==> src/rtl/vga_timing_gen_param_if.sv <==
// Pixel-side bundle of the VGA timing generator: box position requests in,
// counter position, colour, sync, data-enable and frame pulse out.
interface vga_timing_gen_param_if #(
  parameter int COLOR_W = 4
);
  logic               pix_ce;
  logic [9:0]         x_move;
  logic [9:0]         y_move;
  logic [11:0]        pix_x;
  logic [11:0]        pix_y;
  logic [COLOR_W-1:0] po_vga_r;
  logic [COLOR_W-1:0] po_vga_g;
  logic [COLOR_W-1:0] po_vga_b;
  logic               po_h_sync;
  logic               po_v_sync;
  logic               po_de;
  logic               frame_start;

  // Handshake: there is no valid/ready pair; pix_ce qualifies every clock
  // and all outputs are valid on every sclk, advancing only when pix_ce is high.
  modport master (
    input  pix_ce, x_move, y_move,
    output pix_x, pix_y, po_vga_r, po_vga_g, po_vga_b,
           po_h_sync, po_v_sync, po_de, frame_start
  );

  modport slave (
    output pix_ce, x_move, y_move,
    input  pix_x, pix_y, po_vga_r, po_vga_g, po_vga_b,
           po_h_sync, po_v_sync, po_de, frame_start
  );
endinterface

==> src/rtl/vga_timing_gen_param.sv <==
// Parametrised VGA timing generator with a frame-latched, clamped box overlay.
// Counters form stage 0; two registered stages bring everything to the pins aligned.
module vga_timing_gen_param #(
  parameter int   H_ACTIVE = 640,
  parameter int   H_FP     = 16,
  parameter int   H_SYNC   = 96,
  parameter int   H_BP     = 48,
  parameter int   V_ACTIVE = 480,
  parameter int   V_FP     = 10,
  parameter int   V_SYNC   = 2,
  parameter int   V_BP     = 33,
  parameter logic HS_POL   = 1'b0,
  parameter logic VS_POL   = 1'b0,
  parameter int   COLOR_W  = 4,
  parameter int   BOX_SIZE = 32,
  parameter logic [3*COLOR_W-1:0] BG_COLOR  = 12'h00F,
  parameter logic [3*COLOR_W-1:0] BOX_COLOR = 12'hF00
) (
  input  logic sclk,
  input  logic rst,
  vga_timing_gen_param_if.master vga
);

  localparam int H_TOTAL = H_ACTIVE + H_FP + H_SYNC + H_BP;
  localparam int V_TOTAL = V_ACTIVE + V_FP + V_SYNC + V_BP;

  localparam logic [11:0] H_LAST = 12'(H_TOTAL - 1);
  localparam logic [11:0] V_LAST = 12'(V_TOTAL - 1);
  localparam logic [11:0] H_ACT  = 12'(H_ACTIVE);
  localparam logic [11:0] V_ACT  = 12'(V_ACTIVE);
  localparam logic [11:0] HS_BEG = 12'(H_ACTIVE + H_FP);
  localparam logic [11:0] HS_END = 12'(H_ACTIVE + H_FP + H_SYNC);
  localparam logic [11:0] VS_BEG = 12'(V_ACTIVE + V_FP);
  localparam logic [11:0] VS_END = 12'(V_ACTIVE + V_FP + V_SYNC);
  localparam logic [11:0] BOX    = 12'(BOX_SIZE);
  localparam logic [11:0] X_MAX  = 12'(H_ACTIVE - BOX_SIZE);
  localparam logic [11:0] Y_MAX  = 12'(V_ACTIVE - BOX_SIZE);

  logic [11:0] h_cnt, v_cnt;
  logic [11:0] box_x, box_y;
  logic [11:0] x_req, y_req, x_clamp, y_clamp;
  logic        de0, hs0, vs0, in_box0, fs0, frame_end;
  logic        de1, hs1, vs1, in_box1, fs1;
  logic [3*COLOR_W-1:0] rgb;
  logic        h_sync, v_sync, de, fs;

  // Stage 0: decoded straight from the counters
  assign de0       = (h_cnt < H_ACT) && (v_cnt < V_ACT);
  assign hs0       = (h_cnt >= HS_BEG) && (h_cnt < HS_END);
  assign vs0       = (v_cnt >= VS_BEG) && (v_cnt < VS_END);
  assign fs0       = (h_cnt == 12'd0) && (v_cnt == 12'd0);
  assign frame_end = (h_cnt == H_LAST) && (v_cnt == V_LAST);
  assign in_box0   = (h_cnt >= box_x) && (h_cnt < box_x + BOX) &&
                     (v_cnt >= box_y) && (v_cnt < box_y + BOX);

  // Requests are clamped so the box never leaves the visible area
  assign x_req   = {2'b00, vga.x_move};
  assign y_req   = {2'b00, vga.y_move};
  assign x_clamp = (x_req > X_MAX) ? X_MAX : x_req;
  assign y_clamp = (y_req > Y_MAX) ? Y_MAX : y_req;

  always_ff @(posedge sclk or posedge rst) begin
    if (rst) begin
      h_cnt <= '0;
      v_cnt <= '0;
      box_x <= '0;
      box_y <= '0;
    end else if (vga.pix_ce) begin
      if (h_cnt == H_LAST) begin
        h_cnt <= '0;
        v_cnt <= (v_cnt == V_LAST) ? 12'd0 : v_cnt + 12'd1;
      end else begin
        h_cnt <= h_cnt + 12'd1;
      end
      // Position only moves at the frame boundary, so a frame is never torn
      if (frame_end) begin
        box_x <= x_clamp;
        box_y <= y_clamp;
      end
    end
  end

  always_ff @(posedge sclk or posedge rst) begin
    if (rst) begin
      de1     <= 1'b0;
      hs1     <= 1'b0;
      vs1     <= 1'b0;
      in_box1 <= 1'b0;
      fs1     <= 1'b0;
      rgb     <= '0;
      h_sync  <= ~HS_POL;
      v_sync  <= ~VS_POL;
      de      <= 1'b0;
      fs      <= 1'b0;
    end else if (vga.pix_ce) begin
      de1     <= de0;
      hs1     <= hs0;
      vs1     <= vs0;
      in_box1 <= in_box0;
      fs1     <= fs0;
      rgb     <= de1 ? (in_box1 ? BOX_COLOR : BG_COLOR) : '0;
      h_sync  <= hs1 ? HS_POL : ~HS_POL;
      v_sync  <= vs1 ? VS_POL : ~VS_POL;
      de      <= de1;
      fs      <= fs1;
    end
  end

  assign vga.pix_x       = h_cnt;
  assign vga.pix_y       = v_cnt;
  assign vga.po_vga_r    = rgb[3*COLOR_W-1 -: COLOR_W];
  assign vga.po_vga_g    = rgb[2*COLOR_W-1 -: COLOR_W];
  assign vga.po_vga_b    = rgb[COLOR_W-1:0];
  assign vga.po_h_sync   = h_sync;
  assign vga.po_v_sync   = v_sync;
  assign vga.po_de       = de;
  assign vga.frame_start = fs;

endmodule

==> src/flat_wrapper.sv <==
// flat-port wrapper written by rule: the top's interface ports become plain ports
module vga_timing_gen_param_flat 
#(
  parameter int   H_ACTIVE = 640,
  parameter int   H_FP     = 16,
  parameter int   H_SYNC   = 96,
  parameter int   H_BP     = 48,
  parameter int   V_ACTIVE = 480,
  parameter int   V_FP     = 10,
  parameter int   V_SYNC   = 2,
  parameter int   V_BP     = 33,
  parameter logic HS_POL   = 1'b0,
  parameter logic VS_POL   = 1'b0,
  parameter int   COLOR_W  = 4,
  parameter int   BOX_SIZE = 32,
  parameter logic [3*COLOR_W-1:0] BG_COLOR  = 12'h00F,
  parameter logic [3*COLOR_W-1:0] BOX_COLOR = 12'hF00
)
  (sclk, rst, vga_pix_ce, vga_x_move, vga_y_move, vga_pix_x, vga_pix_y, vga_po_vga_r, vga_po_vga_g, vga_po_vga_b, vga_po_h_sync, vga_po_v_sync, vga_po_de, vga_frame_start);
  vga_timing_gen_param_if #(.COLOR_W(COLOR_W)) vga_i ();
  input  logic sclk;
  input  logic rst;
  input wire logic [$bits(vga_i.pix_ce)-1:0] vga_pix_ce;
  input wire logic [$bits(vga_i.x_move)-1:0] vga_x_move;
  input wire logic [$bits(vga_i.y_move)-1:0] vga_y_move;
  output wire logic [$bits(vga_i.pix_x)-1:0] vga_pix_x;
  output wire logic [$bits(vga_i.pix_y)-1:0] vga_pix_y;
  output wire logic [$bits(vga_i.po_vga_r)-1:0] vga_po_vga_r;
  output wire logic [$bits(vga_i.po_vga_g)-1:0] vga_po_vga_g;
  output wire logic [$bits(vga_i.po_vga_b)-1:0] vga_po_vga_b;
  output wire logic [$bits(vga_i.po_h_sync)-1:0] vga_po_h_sync;
  output wire logic [$bits(vga_i.po_v_sync)-1:0] vga_po_v_sync;
  output wire logic [$bits(vga_i.po_de)-1:0] vga_po_de;
  output wire logic [$bits(vga_i.frame_start)-1:0] vga_frame_start;
  assign vga_i.pix_ce = vga_pix_ce;
  assign vga_i.x_move = vga_x_move;
  assign vga_i.y_move = vga_y_move;
  assign vga_pix_x = vga_i.pix_x;
  assign vga_pix_y = vga_i.pix_y;
  assign vga_po_vga_r = vga_i.po_vga_r;
  assign vga_po_vga_g = vga_i.po_vga_g;
  assign vga_po_vga_b = vga_i.po_vga_b;
  assign vga_po_h_sync = vga_i.po_h_sync;
  assign vga_po_v_sync = vga_i.po_v_sync;
  assign vga_po_de = vga_i.po_de;
  assign vga_frame_start = vga_i.frame_start;
  vga_timing_gen_param #(.H_ACTIVE(H_ACTIVE), .H_FP(H_FP), .H_SYNC(H_SYNC), .H_BP(H_BP), .V_ACTIVE(V_ACTIVE), .V_FP(V_FP), .V_SYNC(V_SYNC), .V_BP(V_BP), .HS_POL(HS_POL), .VS_POL(VS_POL), .COLOR_W(COLOR_W), .BOX_SIZE(BOX_SIZE), .BG_COLOR(BG_COLOR), .BOX_COLOR(BOX_COLOR)) u_core (.sclk(sclk), .rst(rst), .vga(vga_i));
endmodule
==> config.mk <==
export PLATFORM = sky130hd
export DESIGN_NAME = vga_timing_gen_param_flat
export DESIGN_NICKNAME = d
export VERILOG_FILES = /design/src/rtl/vga_timing_gen_param_if.sv /design/src/rtl/vga_timing_gen_param.sv /design/src/flat_wrapper.sv
export SDC_FILE = /design/constraint.sdc
export NUM_CORES = 1
export LEC_CHECK = 0
export BUFFER_PORTS_ARGS = -buffer_cell sky130_fd_sc_hd__buf_2
export CAP_MARGIN = 20
export CORE_ASPECT_RATIO = 0.7
export CORE_MARGIN = 2
export CORE_UTILIZATION = 45
export DETAILED_ROUTE_END_ITERATION = 16
export PLACE_DENSITY = 0.79
export SETUP_SLACK_MARGIN = 0.1
export SYNTH_ARGS = -nofsm -noshare
export SYNTH_HDL_FRONTEND = slang
export SYNTH_SLANG_ARGS = --single-unit
==> constraint.sdc <==
create_clock -name sclk -period 2.29 [get_ports sclk]
set_input_delay 0.3435 -clock sclk [delete_from_list [all_inputs] [get_ports sclk]]
set_output_delay 0.3435 -clock sclk [all_outputs]
set_load 0.02 [all_outputs]
## After elaboration in Yosys (flattened, before gate mapping)

Cells that the tools add are included.

- Add/sub/neg operators: 4
- $lt $le $gt $ge: 12
- Equality and inequality tests: 2
- Mux-type cells: 8
- Reduce and logical (&&, ||, !) cells: 12

Operator list:

| cell | number |
|---|---|
| $mux W12 | 4 |
| $add A12 B1 Y12 const B | 2 |
| $add A12 B6 Y12 const B | 2 |
| $eq A12 B10 Y1 const B | 2 |
| $ge A12 B12 Y1 | 2 |
| $logic_not A12 Y1 | 2 |
| $lt A12 B10 Y1 const B | 2 |
| $lt A12 B12 Y1 | 2 |
| $lt A12 B9 Y1 const B | 2 |
| $mux W10 | 2 |
| $ge A12 B10 Y1 const B | 1 |
| $ge A12 B9 Y1 const B | 1 |
| $gt A10 B10 Y1 const B | 1 |
| $gt A10 B9 Y1 const B | 1 |
| $logic_and A1 B1 Y1 | 8 |
| $reduce_and A2 Y1 | 2 |
| $mux W1 | 2 |

- Flip-flop bits (word level): 69
- Bits of input ports: 23
- Output and inout port bits: 40
- Word-level logic and storage cells: 52

## Depth between registers and ports, before layout

Gate-level depths: netlist of run 1.

- Word-level depth: 5
- Depth in mapped cells: 9
- Depth with buffers taken out: 9

## Least setup slack after synthesis of run 1

No wires, ideal clock.

- Path type: reg-to-reg
- Start point: register u_core.h_cnt[10] (netlist: u_core.vga.pix_x[10])
- End point: register u_core.box_y[0]
- Setup time: 0.121 ns
- Arrival time: 2.133 ns
- Required time: 2.169 ns
- Slack: 0.036 ns
- Stages on the path, launching flop included: 6
- Path buffers: 1
- Clock period less this slack: 2.254 ns
- Path through: dfrtp_1 or3b_1 or3_4 or3_4 buf_2 a22o_1

- Cells in the longest elaborated chain, start to end: 3

RTL lines:

| what | RTL line | source |
|---|---|---|
| start, declared | vga_timing_gen_param.sv:39 | `logic [11:0] h_cnt, v_cnt;` |
| start signal, assigned | vga_timing_gen_param.sv:73 | `h_cnt <= h_cnt + 12'd1;` |
| $eq A12 B10 Y1 | vga_timing_gen_param.sv:52 | `assign frame_end = (h_cnt == H_LAST) && (v_cnt == V_LAST);` |
| $logic_and A1 B1 Y1 | vga_timing_gen_param.sv:52 |  |
| $reduce_and A2 Y1 (no line) | -- |  |
| end signal, assigned | vga_timing_gen_param.sv:78 | `box_y <= y_clamp;` |
| end, declared | vga_timing_gen_param.sv:40 | `logic [11:0] box_x, box_y;` |

No other way between the ends.
A chain may end at the register's enable or synchronous reset.

## Worst setup path in the final report of run 1

- Start point: register u_core.box_y[6]
- End point: register u_core.in_box1

- Cells in the longest elaborated chain, start to end: 3
- Elaborated cells on any way between the ends: 5
- Classes of those cells: add/sub: 1; order compare: 2; reduce/logical: 2

RTL lines:

| what | RTL line | source |
|---|---|---|
| $add A12 B6 Y12 / $ge A12 B12 Y1 (equally long branches) | vga_timing_gen_param.sv:54 | `(v_cnt >= box_y) && (v_cnt < box_y + BOX);` |
| $lt A12 B12 Y1 / $logic_and A1 B1 Y1 (equally long branches) | vga_timing_gen_param.sv:54, vga_timing_gen_param.sv:53 |  |
| $logic_and A1 B1 Y1 * | vga_timing_gen_param.sv:54 |  |
| end signal, assigned | vga_timing_gen_param.sv:99 | `in_box1 <= in_box0;` |
| end, declared | vga_timing_gen_param.sv:43 | `logic de1, hs1, vs1, in_box1, fs1;` |

Mark *: on every way between the ends. The rest lies on a longest branch, timed or not.

==> results of run 1 <==
[what timing repair did]
action,CTS,global route
hold buffers,1,0
gates resized for setup,2,11
setup endpoints to repair,6,12
setup buffers,4,5
endpoints found under the hold margin,12,0
pin swaps,10,11
[layer usage]
layer	share of wire [%]	global-route usage [%]	up-vias
met2	44	31.2	127
met4	1.1	5.00	0
met5	0	0	-
li1	-	-	1460
met1	48	32.3	1457
met3	6.9	4.29	10
[power by group]
group	internal (W)	leakage, nW	total, W	switching (W)
Combinational	0.000347	1.38	0.000859	0.000511
Sequential	0.00106	0.683	0.00116	0.0000952
Clock	0.000214	0.0402	0.000566	0.000352
[sequential cells by signal (all words and copies together) (netlist names), 2 cells and up]
name / flops
u_core.box_y: 10
u_core.vga.pix_x: 12
u_core.rgb: 2
u_core.box_x: 10
u_core.vga.pix_y: 12
[area by class of cell]
class | instances | share of cell area, %
Clock inverter | 3 | 0.471
Inverter | 37 | 3.27
Multi-Input combinational cell | 257 | 45.6
Tap cell | 98 | 2.89
Sequential cell | 55 | 32.6
Clock buffer | 5 | 1.62
Timing Repair Buffer | 94 | 13.6
[kinds of logic after synthesis]
logic type,count (synthesis),share of synthesized area (%)
other,1,0.108
adder cells (fa/ha/maj),38,13.7
AND/OR/NAND/NOR,115,18.7
XOR/XNOR,24,6.07
buffers and inverters,55,7.11
multiplexers,6,1.88
flip-flops,55,39.8
AO/OA/AOI/OAI,70,12.6
[Yosys cell counts (4+ instances only)]
master    number
nand3_1       22
nor4_1         6
xnor2_1       17
ha_1          38
clkbuf_1       5
nand4_1       10
buf_4         10
nor2_1        19
xor2_1         7
inv_1         37
dfrtp_1       53
nand4b_1       4
mux2_2         4
nand2_1       22
a21o_1         4
o21ai_0       29
a22o_1         6
nand3b_1       4
nor3_1         5
a21oi_1       13
[stage by stage]
stage	utilization [%]	setup TNS [ns]	total power (W)	cell area (µm²)
after floorplan	-	0	0.00171	3490
after global placement	54.1	0	0.00196	4000
after detailed placement	54.1	0	0.00200	4000
after CTS	56.1	0	0.00257	4140
after global routing	57.5	-0.0631	0.00272	4250
final	57.5	0	0.00258	4250
[worst paths after layout]
check                                       endpoint  cells after the start
worst max-delay path                  u_core.in_box1                      8
worst min-delay path                 u_core.box_y[2]                      2
worst max register to register        u_core.in_box1                      8
worst min register to register       u_core.box_y[4]                      1
max in group asynchronous        u_core.vga.pix_y[8]                      4
min in group asynchronous       u_core.vga.pix_y[10]                      3
==> impl_results.md, run 1 <==
- Core Area: 7380 µm²
- Period utilisation layout: 97.2%
- Dominant cells by area after synthesis: dfrtp_1, ha_1, xnor2_1, o21ai_0, inv_1
- N_diodes: 0
- Slowest stage delay, CP: between 0.3 and 0.4 ns
- Num CTS Buffers: 5
- Fraction of registers with async set/reset: 100%
- Post-layout min period: 2.23 ns
- Relative slew slack: 65.5%
- Min-delay worst type: input pin to flip-flop
- Buf+Inv Stages, Crit Path: 0
- Worst path slowest cell: dfrtp_1
- DR vias: ~3100
- Leading cell type in the layout, fill and taps excluded: buf_2
- Most frequent cells in the layout: buf_2, dfrtp_1, inv_1, ha_1, buf_4
- GR Overflow Total: 0
- Netlist Area Pre-Place: 3460 µm²
- IO Port Bufs: 58
- Worst EP arrival: 2.47 ns
- Largest net degree at the start of global routing: 29
- DRT Pass-1 Iters: 5
- GP Congestion: 0.883
- Number of library cell types mapped by synthesis: ~50
- Vias per cell: 5.56
- Endpoints failing setup: 0
- CTS Sinks: 55
- Vias in the first global route: roughly 2800
- Fillcell total: 657
- Maximum VDD drop: 0.461 mV
- Post-synth top flop: dfrtp_1
- Crit-path leading delay family: compound AO/OA/AOI/OAI gates
- First-pass GRT wire length: 14.0 mm
- Smallest hold slack: 0.238 ns
- YS warnings: 0
- Worst slack, placed: 0.0117 ns
- # DRC: 0
- ANT nets after route: 0
- Die Span Y: 77.4 µm
- Critical Path Source Type: flip-flop
- Share of layout cells above drive strength 1: 29.5%
- Gate Count Post-Synth: 364
- CTS root buf: clkbuf_8
- Synth Register Bits: 55
- Crit end category: flip-flop
- Hpwl dp: around 6.7 mm
- Initial antenna violation count: 0
- Layout area overhead: 22.6%
- Pwr/cell area: 608 nW/µm²
- Die area: 8430 µm²
- Cell chain of the critical path: ha_1 > nand3_1 > xnor2_1 > ha_1 > a21o_1 > a221oi_2 > o2111ai_2 > o32ai_2
- R2R setup slack: between 0.06 and 0.07 ns
- FP Rows: 26
- Final slew viol count: 0
- Layout Nets: 511
- Tot GR Track Use: 21.3%
- Later-pin clock latency in the skew report: 0.33 ns
- CTS tree: done
- Storage cell area: 1390 µm²
- Setup Skew: 0.00687 ns
- Initial Util: 46.9%
- Sequential-to-total area share from yosys stat: 39.8%
- Worst path required time: approximately 2.5 ns
- Mean Syn Cell Area: between 9 and 10 µm²
- CTS max path bufs: 2
- FF-to-FF Start: u_core.box_y[6]
- Status: finished, final reports clean
- CP Class: flip-flop to flip-flop
- Worst Hold Launch: vga_y_move[2]
- Most frequent CP cell: ha_1
- Largest fanout on the critical path: 3
- MaxCap Viol Count: 0
- Clock slew at reported path FFs: between 0.1 and 0.15 ns
- Slew @ Worst Pin: 0.513 ns
- I/O pins: between 60 and 70
- Top cell type's share of synthesized area: 38.3%
- Multi-input logic area: 1930 µm²
- Cell accounting for the most synthesized area: dfrtp_1
- WL per Instance: 16.4 µm
- Final hold violations: 0
- RSZ-0062 raised after global routing: yes
- Non-filler instance count after layout: about 550
- Dpl cells: ~530
- Critical path launch point: u_core.box_y[6]
- Routed WL: ~9.0 mm
- Number of synthesized flops with an enable pin: 0
- Die W: 109 µm
- H-tree depth: 2
- DRC marker count from the first detailed-route iteration: 192
- Worst setup margin: 0.0633 ns
- Lkg Pwr: ~2.1 nW
- Max Freq: 449 MHz
No activity file was read; power rests on OpenSTA's default activity.
==> inputs of run 2 (changes only) <==
--- a/config.mk
+++ b/config.mk
@@ -9,9 +9,9 @@
 export CAP_MARGIN = 20
 export CORE_ASPECT_RATIO = 0.7
 export CORE_MARGIN = 2
-export CORE_UTILIZATION = 45
+export CORE_UTILIZATION = 49
 export DETAILED_ROUTE_END_ITERATION = 16
-export PLACE_DENSITY = 0.79
+export PLACE_DENSITY = 0.84
 export SETUP_SLACK_MARGIN = 0.1
 export SYNTH_ARGS = -nofsm -noshare
 export SYNTH_HDL_FRONTEND = slang
==> impl_results.md, run 2 (synthesis gave the netlist of run 1 again) <==
- Die Span Y: roughly 74 µm
- Largest fanout on the critical path: 5
- DRT Pass-1 Iters: 6
- ANT nets after route: 0
- Critical Path Source Type: flip-flop
- Routed length on met2: 3.66 mm
- First-pass GRT wire length: ~14 mm
- Metal1 wirelength: 4.02 mm
- Crit end category: flip-flop
- Layout area overhead: 21.0%
- MaxCap Viol Count: 0
- Routed WL: 8.46 mm
- FP Rows: 25
- RSZ-0062 raised after global routing: yes
- CP Class: flip-flop to flip-flop
- CTS Sinks: 55
- Vias in the first global route: 2917
- Largest net degree at the start of global routing: 29
- Most frequent cells in the layout: buf_2, dfrtp_1, ha_1, inv_1, buf_4
- Post-layout min period: 2.15 ns
- Terminus of the critical flop-to-flop path: u_core.box_y[5]
- Worst EP arrival: roughly 2.4 ns
- Setup TNS: 0 ns
- Top Layer Used: met4
- Hpwl dp: 6.50 mm
- Maximum VDD drop: 0.327 mV
- Cts hold-fix bufs: 0
- GR Overflow Total: 0
- Die W: about 100 µm
- Worst path required time: between 2 and 3 ns
- CTS tree: done
- Leading cell type in the layout, fill and taps excluded: buf_2
- Status: finished, final reports clean
- Vias per cell: approximately 5.7
- I/O pins: 63
- Num CTS Buffers: 5
- DRC marker count from the first detailed-route iteration: ~190
- Final hold violations: 0
- Cells on worst reg2reg path: 6
- Setup Skew: 0.0142 ns
- Slew @ Worst Pin: 0.600 ns
- WL per Instance: 15.6 µm
- Initial antenna violation count: 0
- Relative slew slack: about 60%
- Core Area: 6790 µm²
- Layout Nets: 508
- Share of layout cells above drive strength 1: between 20% and 30%
- R2R setup slack: about 0.14 ns
- Final core utilization: 61.8%
- Initial Util: 51.0%
- # DRC: 0
- Endpoints failing setup: 0
- Non-filler instance count after layout: 542
- CTS root buf: clkbuf_8
- IO Port Bufs: 58
- H-tree depth: 2
- FF-to-FF Start: u_core.vga.pix_y[6]
- Smallest hold slack: 0.0774 ns
- CTS max path bufs: 2
- Later-pin clock latency in the skew report: 0.33 ns
- GP Congestion: 0.883
- Final slew viol count: 0
- Tot GR Track Use: 22.9%
- Period utilisation layout: 94.1%
- Total power draw: around 0.0026 W
- Min-delay worst type: input pin to asynchronous set/reset pin
- WL met3: 694 µm
- DR vias: 3071
- Lkg Pwr: 2.10 nW
- Dpl cells: between 500 and 600
- Pwr/cell area: about 600 nW/µm²
- Clock slew at reported path FFs: 0.10 ns
- Die area: 7770 µm²
- Max Freq: 464 MHz
- N_diodes: 0
-- run 2: area by class of cell --
class	count	area, µm²
tap	94	118
fill	599	2590
clock buffer	5	68.8
multi-input combinational	257	1890
clock inverter	3	26.3
inverter	37	139
sequential	55	1390
timing repair buffer	91	563
-- run 2: through the flow --
step | area [µm²] | worst slack (ns)
CTS | 4140 | 0.113
floorplan | 3490 | 0.142
global route | 4190 | 0.0106
finish | 4190 | 0.136
global placement | 3980 | 0.0843
detailed placement | 3980 | -0.0175
-- run 2: power breakdown --
group	internal, W	switching, W
Sequential	0.00106	0.000108
Combinational	0.000332	0.000495
Clock	0.000226	0.000359
-- run 2: what timing repair did --
item,in CTS,in global routing
gates resized for setup,2,8
setup buffers,6,4
setup endpoints to repair,6,21
pin swaps,8,9
-- run 2: worst max-delay path: stages, from the launching register on --
cell and delay (ns):
dfrtp_2 0.43, nor4_4 0.29, nand3b_1 0.15, or3_4 0.39, or3_4 0.39, buf_4 0.17, a22o_1 0.23
-- run 2: layer usage --
layer,GRT usage [%],vias up
met3,4.29,12
met1,34.3,1463
li1,-,1450
met5,0,-
met2,34.4,146
met4,6.31,0
-- run 2: how the worst max path moves through the flow --
| stage | start | to | slack, ns | depth (start not counted) |
|---|---|---|---|---|
| floorplan | u_core.vga.pix_y[6] | u_core.box_y[0] | 0.14 | 6 |
| global placement | u_core.vga.pix_y[6] | u_core.box_y[5] | 0.08 | 6 |
| detailed placement | u_core.vga.pix_y[6] | u_core.box_y[3] | -0.02 | 6 |
| CTS | u_core.vga.pix_y[5] | u_core.box_y[1] | 0.11 | 6 |
| global route | u_core.vga.pix_y[6] | u_core.box_y[5] | 0.01 | 6 |
| finish | u_core.vga.pix_y[6] | u_core.box_y[5] | 0.14 | 6 |
==> inputs of run 3 (changes only) <==
--- a/config.mk
+++ b/config.mk
@@ -6,12 +6,12 @@
 export NUM_CORES = 1
 export LEC_CHECK = 0
 export BUFFER_PORTS_ARGS = -buffer_cell sky130_fd_sc_hd__buf_2
-export CAP_MARGIN = 20
+export CAP_MARGIN = 40
 export CORE_ASPECT_RATIO = 0.7
 export CORE_MARGIN = 2
 export CORE_UTILIZATION = 49
 export DETAILED_ROUTE_END_ITERATION = 16
-export PLACE_DENSITY = 0.84
+export PLACE_DENSITY = 0.82
 export SETUP_SLACK_MARGIN = 0.1
 export SYNTH_ARGS = -nofsm -noshare
 export SYNTH_HDL_FRONTEND = slang
==> constraint.sdc (replaced) <==
create_clock -name sclk -period 2.1 [get_ports sclk]
set_input_delay 0.315 -clock sclk [delete_from_list [all_inputs] [get_ports sclk]]
set_output_delay 0.315 -clock sclk [all_outputs]
set_load 0.02 [all_outputs]
==> impl_results.md, run 3 (synthesis gave the netlist of run 1 again) <==
- DRC marker count from the first detailed-route iteration: 196
- CTS root buf: clkbuf_8
- Most frequent CP cell: or3_4
- Slowest stage delay, CP: 0.44 ns
- Min-delay worst type: input pin to asynchronous set/reset pin
- Most frequent cells in the layout: buf_2, dfrtp_1, buf_4, inv_1, ha_1
- Die Span Y: roughly 74 µm
- Pwr/cell area: approximately 650 nW/µm²
- Worst path slowest cell: dfrtp_2
- Die area: 7770 µm²
- Max Freq: 470 MHz
- FP Rows: 25
- Largest net degree at the start of global routing: 30
- GP Congestion: 0.869
- Final hold violations: 0
- Net Sw Power: 0.00110 W
- Layout area overhead: 29.8%
- MaxCap Viol Count: 0
- DR vias: between 3000 and 4000
- Initial Util: roughly 51%
- RSZ-0062 raised after global routing: yes
- GR Overflow Total: 0
- Worst setup margin: -0.0287 ns
- CTS Sinks: 55
- Worst EP arrival: 2.39 ns
- Gate power share: 35.1%
- Routed WL: 9.42 mm
- Largest fanout on the critical path: 6
- Tot GR Track Use: 24.1%
- Vias in the first global route: 3012
- Part of the power in registers: 43.0%
- Slew @ Worst Pin: 0.649 ns
- Die W: 105 µm
- DRT Pass-1 Iters: 5
- Initial antenna violation count: 0
- Period utilisation layout: 101%
- Status: complete, but fails checks
- Cell chain of the critical path: nor4_4 > nand3b_1 > or3_4 > or3_4 > nor3_4 > a22o_1
- Relative slew slack: 56.7%
- Vias per cell: about 5.7
- Clock slew at reported path FFs: roughly 0.11 ns
- WL per Instance: 16.9 µm
- Critical Path Source Type: flip-flop
- Setup TNS: -0.136 ns
- IO Port Bufs: 58
- Setup Skew: 0.0155 ns
- Dpl cells: 533
- ANT nets after route: 0
- Lkg Pwr: roughly 2.3 nW
- First-pass GRT wire length: 14.8 mm
- Post-layout min period: 2.13 ns
- Maximum VDD drop: 0.445 mV
- Clk pwr share: 21.9%
- Non-filler instance count after layout: 558
- Worst path required time: about 2.4 ns
- Num CTS Buffers: 5
- Hpwl dp: 6.72 mm
- Final core utilization: around two thirds
- CTS max path bufs: 2
- Leading cell type in the layout, fill and taps excluded: buf_2
- N_diodes: 0
- Later-pin clock latency in the skew report: 0.32 ns
- Switching Fraction: 37.8%
- Violated checks: negative setup slack
- Crit end category: flip-flop
- CTS tree: done
- Endpoints failing setup: 8
- CP Class: flip-flop to flip-flop
- Layout Nets: 524
- Cell internal pwr: 0.00181 W
- Smallest hold slack: 0.0754 ns
- I/O pins: 63
- # DRC: 0
- Share of layout cells above drive strength 1: 33.4%
- Core Area: slightly below 7000 µm²
- H-tree depth: 2
- Total power draw: slightly below 0.003 W
- Final slew viol count: 0
## run 3: changes by cell type in the layout (fill, tap and decap cells not counted), moves of 3 or more
cell     change
buf_4        +9
buf_6        +5
dfrtp_1      +4
dfrtp_2      -4
nand3_1      -3
o21ai_0      -9
o21ai_1      +9
xnor2_1      -5
xnor2_2      +5
## run 3: final cells by class
class	count	area, µm²
Timing Repair Buffer	107	737
Sequential cell	55	1390
Fill cell	537	2290
Multi-Input combinational cell	257	2020
Tap cell	94	118
Clock inverter	3	27.5
Clock buffer	5	68.8
Inverter	37	139
## run 3: worst max-delay path, delay by kind of cell, from the launching register on
family,cells,cell delay [ns]
flip-flops,1,0.44
AND/OR/NAND/NOR,5,1.47
AO/OA/AOI/OAI,1,0.17
## run 3: per-layer routing
metal | share of wire (%) | vias to the layer above | GRT usage (%)
li1 | - | 1497 | -
met1 | 46 | 1542 | 34.4
met2 | 46 | 150 | 39.3
met3 | 7.4 | 11 | 4.21
met4 | 0.78 | 0 | 4.65
met5 | 0 | - | 0
## run 3: repair_timing
action | CTS | global route
pin swaps | 17 | 18
gates resized for setup | 17 | 23
gates cloned | 0 | 3
hold buffers | 0 | 0
setup buffers | 8 | 6
setup endpoints to repair | 25 | 27
## run 3: power by group through the flow
stage          sequential (W)  clock, W  combinational [W]
3_5_place_dp          0.00127         0           0.000971
5_1_grt               0.00126  0.000687            0.00112
2_1_floorplan         0.00138         0           0.000486
3_3_place_gp          0.00126         0           0.000916
4_1_cts               0.00125  0.000649           0.000995
6_report              0.00125  0.000639            0.00103
## run 3: through the flow
stage,setup slack (ns),cell area (µm²)
6_report,-0.0287,4500
5_1_grt,-0.129,4500
4_1_cts,-0.102,4290
3_5_place_dp,-0.125,4050
3_3_place_gp,-0.0527,4050
2_1_floorplan,0.0151,3490
## run 3: final timing paths
check | cells past startpoint | startpoint | slack [ns] | end
max | 6 | u_core.vga.pix_y[6] | -0.03 | u_core.box_y[4]
min in group sclk | 2 | vga_y_move[1] | 0.23 | u_core.box_y[1]
max reg2reg | 6 | u_core.vga.pix_y[6] | -0.03 | u_core.box_y[4]
min | 2 | rst | 0.08 | u_core.vga.pix_y[10]
min reg2reg | 1 | u_core.vga.po_de | 0.51 | u_core.vga.po_de
max in group asynchronous | 3 | rst | 1.39 | u_core.vga.po_v_sync
